<file path="src/rtl/bcd_pkg.sv">
// Shared BCD definitions: FSM state codes, binary width helper and digit validity test.
// Any BCD block in the library can reuse these.
package bcd_pkg;

  localparam logic [1:0] IDLE = 2'd0;
  localparam logic [1:0] CONV = 2'd1;
  localparam logic [1:0] DONE = 2'd2;

  // Bits needed to hold any value below 10^n_digits, i.e. ceil(log2(10^n_digits)).
  function automatic int bin_width(input int n_digits);
    longint unsigned limit;
    int width;
    limit = 1;
    for (int i = 0; i < n_digits; i++) limit = limit * 10;
    width = 0;
    for (int b = 0; b < 64; b++) begin
      if ((64'd1 << b) < limit) width = b + 1;
    end
    return width;
  endfunction

  function automatic logic digit_invalid(input logic [3:0] nibble);
    return nibble > 4'd9;
  endfunction

endpackage

</file>
<file path="src/rtl/bcd_mac10.sv">
// Combinational multiply-by-ten-and-add step of the BCD to binary conversion.
// The product is formed from two shifts in a 4-bit wider field, then truncated.
module bcd_mac10 #(
  parameter int BIN_W = 14
) (
  input  logic [BIN_W-1:0] acc_i,
  input  logic [3:0]       digit_i,
  output logic [BIN_W-1:0] acc_o
);

  localparam int EXT_W = BIN_W + 4;

  logic [EXT_W-1:0] acc_ext;

  assign acc_ext = {4'd0, acc_i};
  assign acc_o   = BIN_W'((acc_ext << 3) + (acc_ext << 1) + EXT_W'(digit_i));

endmodule

</file>
<file path="src/rtl/bcd_bin_seq.sv">
// Sequential packed-BCD to binary converter: one digit per clock, valid/ready on both sides.
// Words containing a nibble above 9 still take the full latency but report out_err with out_bin = 0.
module bcd_bin_seq
  import bcd_pkg::*;
#(
  parameter int N_DIGITS = 4
) (
  input  logic                                clk,
  input  logic                                rst_n,
  input  logic                                in_valid,
  output logic                                in_ready,
  input  logic [4*N_DIGITS-1:0]               in_bcd,
  output logic                                out_valid,
  input  logic                                out_ready,
  output logic [bcd_pkg::bin_width(N_DIGITS)-1:0] out_bin,
  output logic                                out_err
);

  localparam int BIN_W  = bin_width(N_DIGITS);
  localparam int WORD_W = 4 * N_DIGITS;
  localparam int CNT_W  = 4;

  logic [1:0]        state_q, state_d;
  logic [BIN_W-1:0]  acc_q, acc_d;
  logic [CNT_W-1:0]  cnt_q, cnt_d;
  logic [WORD_W-1:0] digits_q, digits_d;
  logic              err_q, err_d;
  logic              live_q;
  logic [BIN_W-1:0]  mac_acc;
  logic              word_bad;

  always_comb begin
    word_bad = 1'b0;
    for (int i = 0; i < N_DIGITS; i++) begin
      if (digit_invalid(in_bcd[4*i +: 4])) word_bad = 1'b1;
    end
  end

  bcd_mac10 #(.BIN_W(BIN_W)) u_mac (
    .acc_i  (acc_q),
    .digit_i(digits_q[WORD_W-1 -: 4]),
    .acc_o  (mac_acc)
  );

  // live_q keeps in_ready low until the first edge after reset release.
  assign in_ready  = (state_q == IDLE) && live_q;
  assign out_valid = (state_q == DONE);
  assign out_err   = out_valid && err_q;
  assign out_bin   = (out_valid && !err_q) ? acc_q : '0;

  always_comb begin
    state_d  = state_q;
    acc_d    = acc_q;
    cnt_d    = cnt_q;
    digits_d = digits_q;
    err_d    = err_q;
    case (state_q)
      IDLE: begin
        if (in_valid && in_ready) begin
          digits_d = in_bcd;
          acc_d    = '0;
          cnt_d    = '0;
          err_d    = word_bad;
          state_d  = CONV;
        end
      end
      CONV: begin
        acc_d    = mac_acc;
        digits_d = digits_q << 4;
        cnt_d    = cnt_q + 1'b1;
        if (cnt_q == CNT_W'(N_DIGITS - 1)) state_d = DONE;
      end
      DONE: begin
        if (out_ready) state_d = IDLE;
      end
      default: state_d = IDLE;
    endcase
  end

  always_ff @(posedge clk or negedge rst_n) begin
    if (!rst_n) begin
      state_q  <= IDLE;
      acc_q    <= '0;
      cnt_q    <= '0;
      digits_q <= '0;
      err_q    <= 1'b0;
      live_q   <= 1'b0;
    end else begin
      state_q  <= state_d;
      acc_q    <= acc_d;
      cnt_q    <= cnt_d;
      digits_q <= digits_d;
      err_q    <= err_d;
      live_q   <= 1'b1;
    end
  end

endmodule

</file>
<file path="config.mk">
export PLATFORM = sky130hd
export DESIGN_NAME = bcd_bin_seq
export DESIGN_NICKNAME = d
export VERILOG_FILES = /design/src/rtl/bcd_pkg.sv /design/src/rtl/bcd_mac10.sv /design/src/rtl/bcd_bin_seq.sv
export SDC_FILE = /design/constraint.sdc
export NUM_CORES = 1
export LEC_CHECK = 0
export ABC_CLOCK_PERIOD_IN_PS = 2300
export CAP_MARGIN = 40
export CORE_MARGIN = 5
export CORE_UTILIZATION = 50
export DETAILED_ROUTE_END_ITERATION = 12
export DONT_BUFFER_PORTS = 1
export PLACE_DENSITY_LB_ADDON = 0.2
export SYNTH_ARGS = -nofsm -noshare
export SYNTH_HDL_FRONTEND = slang
export SYNTH_SLANG_ARGS = --single-unit
</file>
<file path="constraint.sdc">
create_clock -name clk -period 2.3 [get_ports clk]
set_input_delay 0.69 -clock clk [delete_from_list [all_inputs] [get_ports clk]]
set_output_delay 0.69 -clock clk [all_outputs]
set_load 0.005 [all_outputs]
</file>
==> run summary <==
The area share of the leading cell type in the synthesized netlist was 0.398; the count of input and output buffers was 0. In this run the worst path has a maximum fanout of 3. The flow ran to the end, but the final reports show violations. The net count after synthesis was 314; the buffer depth of the longest clock path was 2. The share of post-route cells with drive strength above 1 was 0.158; the height of the die was 79.2 um.

The most critical setup path has its startpoint at acc_q[2]. The number of antenna violations at the first check in global routing is 0, and the first-pass GRT wire length is 8.88 mm. The worst register-to-register path has a setup slack of -0.1 ns. At the end of routability-driven placement, the weighted congestion stood at 0.848. Dividing total power by cell area gives a power density of 1730 nW/um2.

Number of global-route vias before repair: 1959. Counting every sink on the clock net gives 38. Entering global routing, the biggest net connects 39 pins. Based on the critical path, the design can be clocked at up to 0.417 GHz.

The final hold violation count was 0. The proportion of synthesized chip area in sequential cells came out at 0.398. In this run, post-CTS hold repair placed 0 buffers. For the leakage power of the design, the log shows 0.00126 uW. The run gives 1939 as the via count. The tools report the max-slew violation count as 0. The repair_antennas step left the layout with diodes totalling 0. The tools report the number of remaining DRC errors as 0.

The total design power was 4640 uW. For the post-detailed-route count of antenna-violating nets, the log shows 0. The sum of net half-perimeters after detailed placement was 3.73 mm. The critical path required time came out at 2.48 ns. The final reports fail on negative setup slack. After detailed routing, the number of vias per cell comes to 5.72. At the later pin of the worst-skew pair, clock insertion delay measures 0.29 ns. Number of DRC markers after the initial detailed-route iteration: 95.

The final layout contains 329 nets. Core area: 4690 um2. Adding up every negative setup slack in the final design gives -0.137 ns. The horizontal die dimension came out at 79.2 um. After synthesis, the netlist uses 44 different library cells. After layout, the minimum clock period comes to 2.40 ns. The number of top-level pins is 37, and the average routed wire per standard cell is 15.3 um. The first TritonRoute pass finished after 4 iterations. The logs give -0.0988 ns for the setup slack of the critical path after layout and 0 for the count of yosys warnings during synthesis. VDD sags by at most 970 uV. For the routed wire length, the log shows 5.18 mm. H-tree depth: 2. The min-delay analysis places its worst path in the category in2async. The worst setup path is launched from a register. The run gives 6260 um2 as the full die area.

Synthesis inferred 38 register bits. Setup repair after global routing could not meet its margin everywhere. The tools report the launch point of the worst reg-to-reg path as acc_q[2]. The combined area of all synthesized cells came out at 2390 um2.

After floorplanning, the core was divided into 25 placement rows. The tools report the cell at the root of the clock tree as sky130_fd_sc_hd__clkbuf_8. After clock tree synthesis, the clock-pin slew on the worst setup and hold paths is 0.08 ns. The final clock period utilization by the worst path came out at 1.04. The count of flip-flops with a built-in enable after synthesis is 0.

The final global-route overflow total was 0; the final setup violation count was 4. Max-cap violations in this run came to 0. Synthesis handed over a netlist of 269 instances.

In the post-synthesis netlist, the biggest area contributors are sky130_fd_sc_hd__dfrtp_1 (40%), sky130_fd_sc_hd__ha_1 (12%), sky130_fd_sc_hd__nand2_1 (7.2%). Summed over all instances, the cell type with the most area after synthesis is sky130_fd_sc_hd__dfrtp_1. The overall routing resource usage is 0.180, and the number of fill cells is 443.

TritonCTS built the clock tree. The number of buffers inserted during clock tree synthesis is 5, and the worst setup skew after layout is 0.00620 ns. Averaged over all synthesized cells, the footprint is 8.89 um2. Initial standard-cell utilization of the core: 0.510.

STA classifies the critical path endpoint as a register. Among all flip-flop cells after synthesis, the most frequent one is sky130_fd_sc_hd__dfrtp_1. STA puts the critical path data arrival time at 2.58 ns. The proportion of synthesized flip-flops having asynchronous set or reset came out at 1.00. The critical path is of the reg2reg type.

Compared with the post-synthesis result, the final layout area differs by 12.0%. Measured in cells, the most critical reg-to-reg path has a length of 8.
[stage by stage]
stage	setup slack, ns	hold slack, ns	area, um2	util	cells
floorplan	0.00898	0.394	2400	-	269
global placement	-0.0192	0.396	2530	0.539	327
detailed placement	-0.0559	0.396	2530	0.539	327
CTS	-0.0547	0.0704	2650	0.565	337
global route	-0.161	0.0604	2680	0.571	339
finish	-0.0988	0.0846	2680	0.571	339
[where the power goes]
group          internal, uW  leakage [uW]  switching (uW)
Clock                   241     0.0000472             244
Combinational          1340      0.000747            1600
Sequential              995      0.000470             230
[layer usage]
| metal | vias up | track usage | share of wire |
|---|---|---|---|
| met5 | - | 0 | 0 |
| met4 | 0 | 0.0567 | 0.011 |
| met3 | 5 | 0.0476 | 0.048 |
| met2 | 40 | 0.296 | 0.48 |
| met1 | 922 | 0.229 | 0.46 |
| li1 | 972 | - | - |
[registers in the layout, indices dropped and copies added, names as in the netlist]
name / count
live_q: 1
state_q: 2
acc_q: 14
err_q: 1
cnt_q: 4
digits_q: 16
[Yosys cell counts, types with 2 or more instances]
cell                       instances
sky130_fd_sc_hd__nand2_1          46
sky130_fd_sc_hd__dfrtp_1          38
sky130_fd_sc_hd__ha_1             23
sky130_fd_sc_hd__nor2_1           15
sky130_fd_sc_hd__o21ai_1          15
sky130_fd_sc_hd__a21oi_1          14
sky130_fd_sc_hd__and2_1           14
sky130_fd_sc_hd__nand3_1          13
sky130_fd_sc_hd__a31oi_1          12
sky130_fd_sc_hd__clkbuf_1          8
sky130_fd_sc_hd__inv_1             8
sky130_fd_sc_hd__o21ai_0           6
sky130_fd_sc_hd__a21o_1            5
sky130_fd_sc_hd__o31ai_1           5
sky130_fd_sc_hd__xnor2_1           5
sky130_fd_sc_hd__nand2b_1          4
sky130_fd_sc_hd__nor3_1            4
sky130_fd_sc_hd__nand4_1           3
sky130_fd_sc_hd__buf_2             2
sky130_fd_sc_hd__buf_6             2
sky130_fd_sc_hd__fa_1              2
sky130_fd_sc_hd__o21a_1            2
sky130_fd_sc_hd__xor2_1            2
[layout make-up]
class | instances | area, um2 | area share
Multi-Input combinational cell | 210 | 1380 | 0.514
Sequential cell | 38 | 951 | 0.355
Timing Repair Buffer | 21 | 158 | 0.0589
Clock buffer | 6 | 82.6 | 0.0308
Tap cell | 54 | 67.6 | 0.0252
Inverter | 8 | 30.0 | 0.0112
Clock inverter | 2 | 12.5 | 0.00467
[worst paths after layout]
check	endpoint
min in group clk	digits_q[15]
hold reg to reg	digits_q[15]
max in group asynchronous	acc_q[1]
setup / recovery	acc_q[10]
setup reg to reg	acc_q[10]
hold / removal	acc_q[9]
[cells in the final DEF, fill, tap and decap left out, types with 6 or more instances in the layout]
cell type and instances:
sky130_fd_sc_hd__a21oi_1 12, sky130_fd_sc_hd__and2_1 14, sky130_fd_sc_hd__nor2_1 15, sky130_fd_sc_hd__nand3_1 13, sky130_fd_sc_hd__clkbuf_8 6, sky130_fd_sc_hd__buf_4 21, sky130_fd_sc_hd__dfrtp_1 38, sky130_fd_sc_hd__nand2_1 46
sky130_fd_sc_hd__o21ai_0 6, sky130_fd_sc_hd__a31oi_1 12, sky130_fd_sc_hd__o21ai_1 15, sky130_fd_sc_hd__ha_1 22
[critical path: stages, from the launching register on]
cell and delay, ns:
sky130_fd_sc_hd__dfrtp_1 0.36, sky130_fd_sc_hd__inv_2 0.06, sky130_fd_sc_hd__fa_1 0.57, sky130_fd_sc_hd__fa_2 0.20, sky130_fd_sc_hd__and2b_1 0.19, sky130_fd_sc_hd__o2111ai_2 0.24
sky130_fd_sc_hd__a21oi_1 0.11, sky130_fd_sc_hd__or3_1 0.32, sky130_fd_sc_hd__a32o_1 0.25
[repair_timing]
action | 4_1_cts | 5_1_grt
pin swaps | 8 | 5
setup endpoints to repair | 4 | 6
setup buffers | 2 | 2
resized for setup | 5 | 4
[cells by family (layout without fill, tap and decap cells)]
logic type / Yosys count / in the layout / synth area share
AND/OR/NAND/NOR: 107 / 107 / 0.214
multiplexers: 1 / 1 / 0.00419
XOR/XNOR: 7 / 7 / 0.0256
other: 1 / 1 / 0.00157
buffers and inverters: 21 / 37 / 0.0403
AO/OA/AOI/OAI: 69 / 69 / 0.180
adder cells (fa/ha/maj): 25 / 25 / 0.137
flip-flops: 38 / 38 / 0.398
No activity file was read; power rests on OpenSTA's default activity.
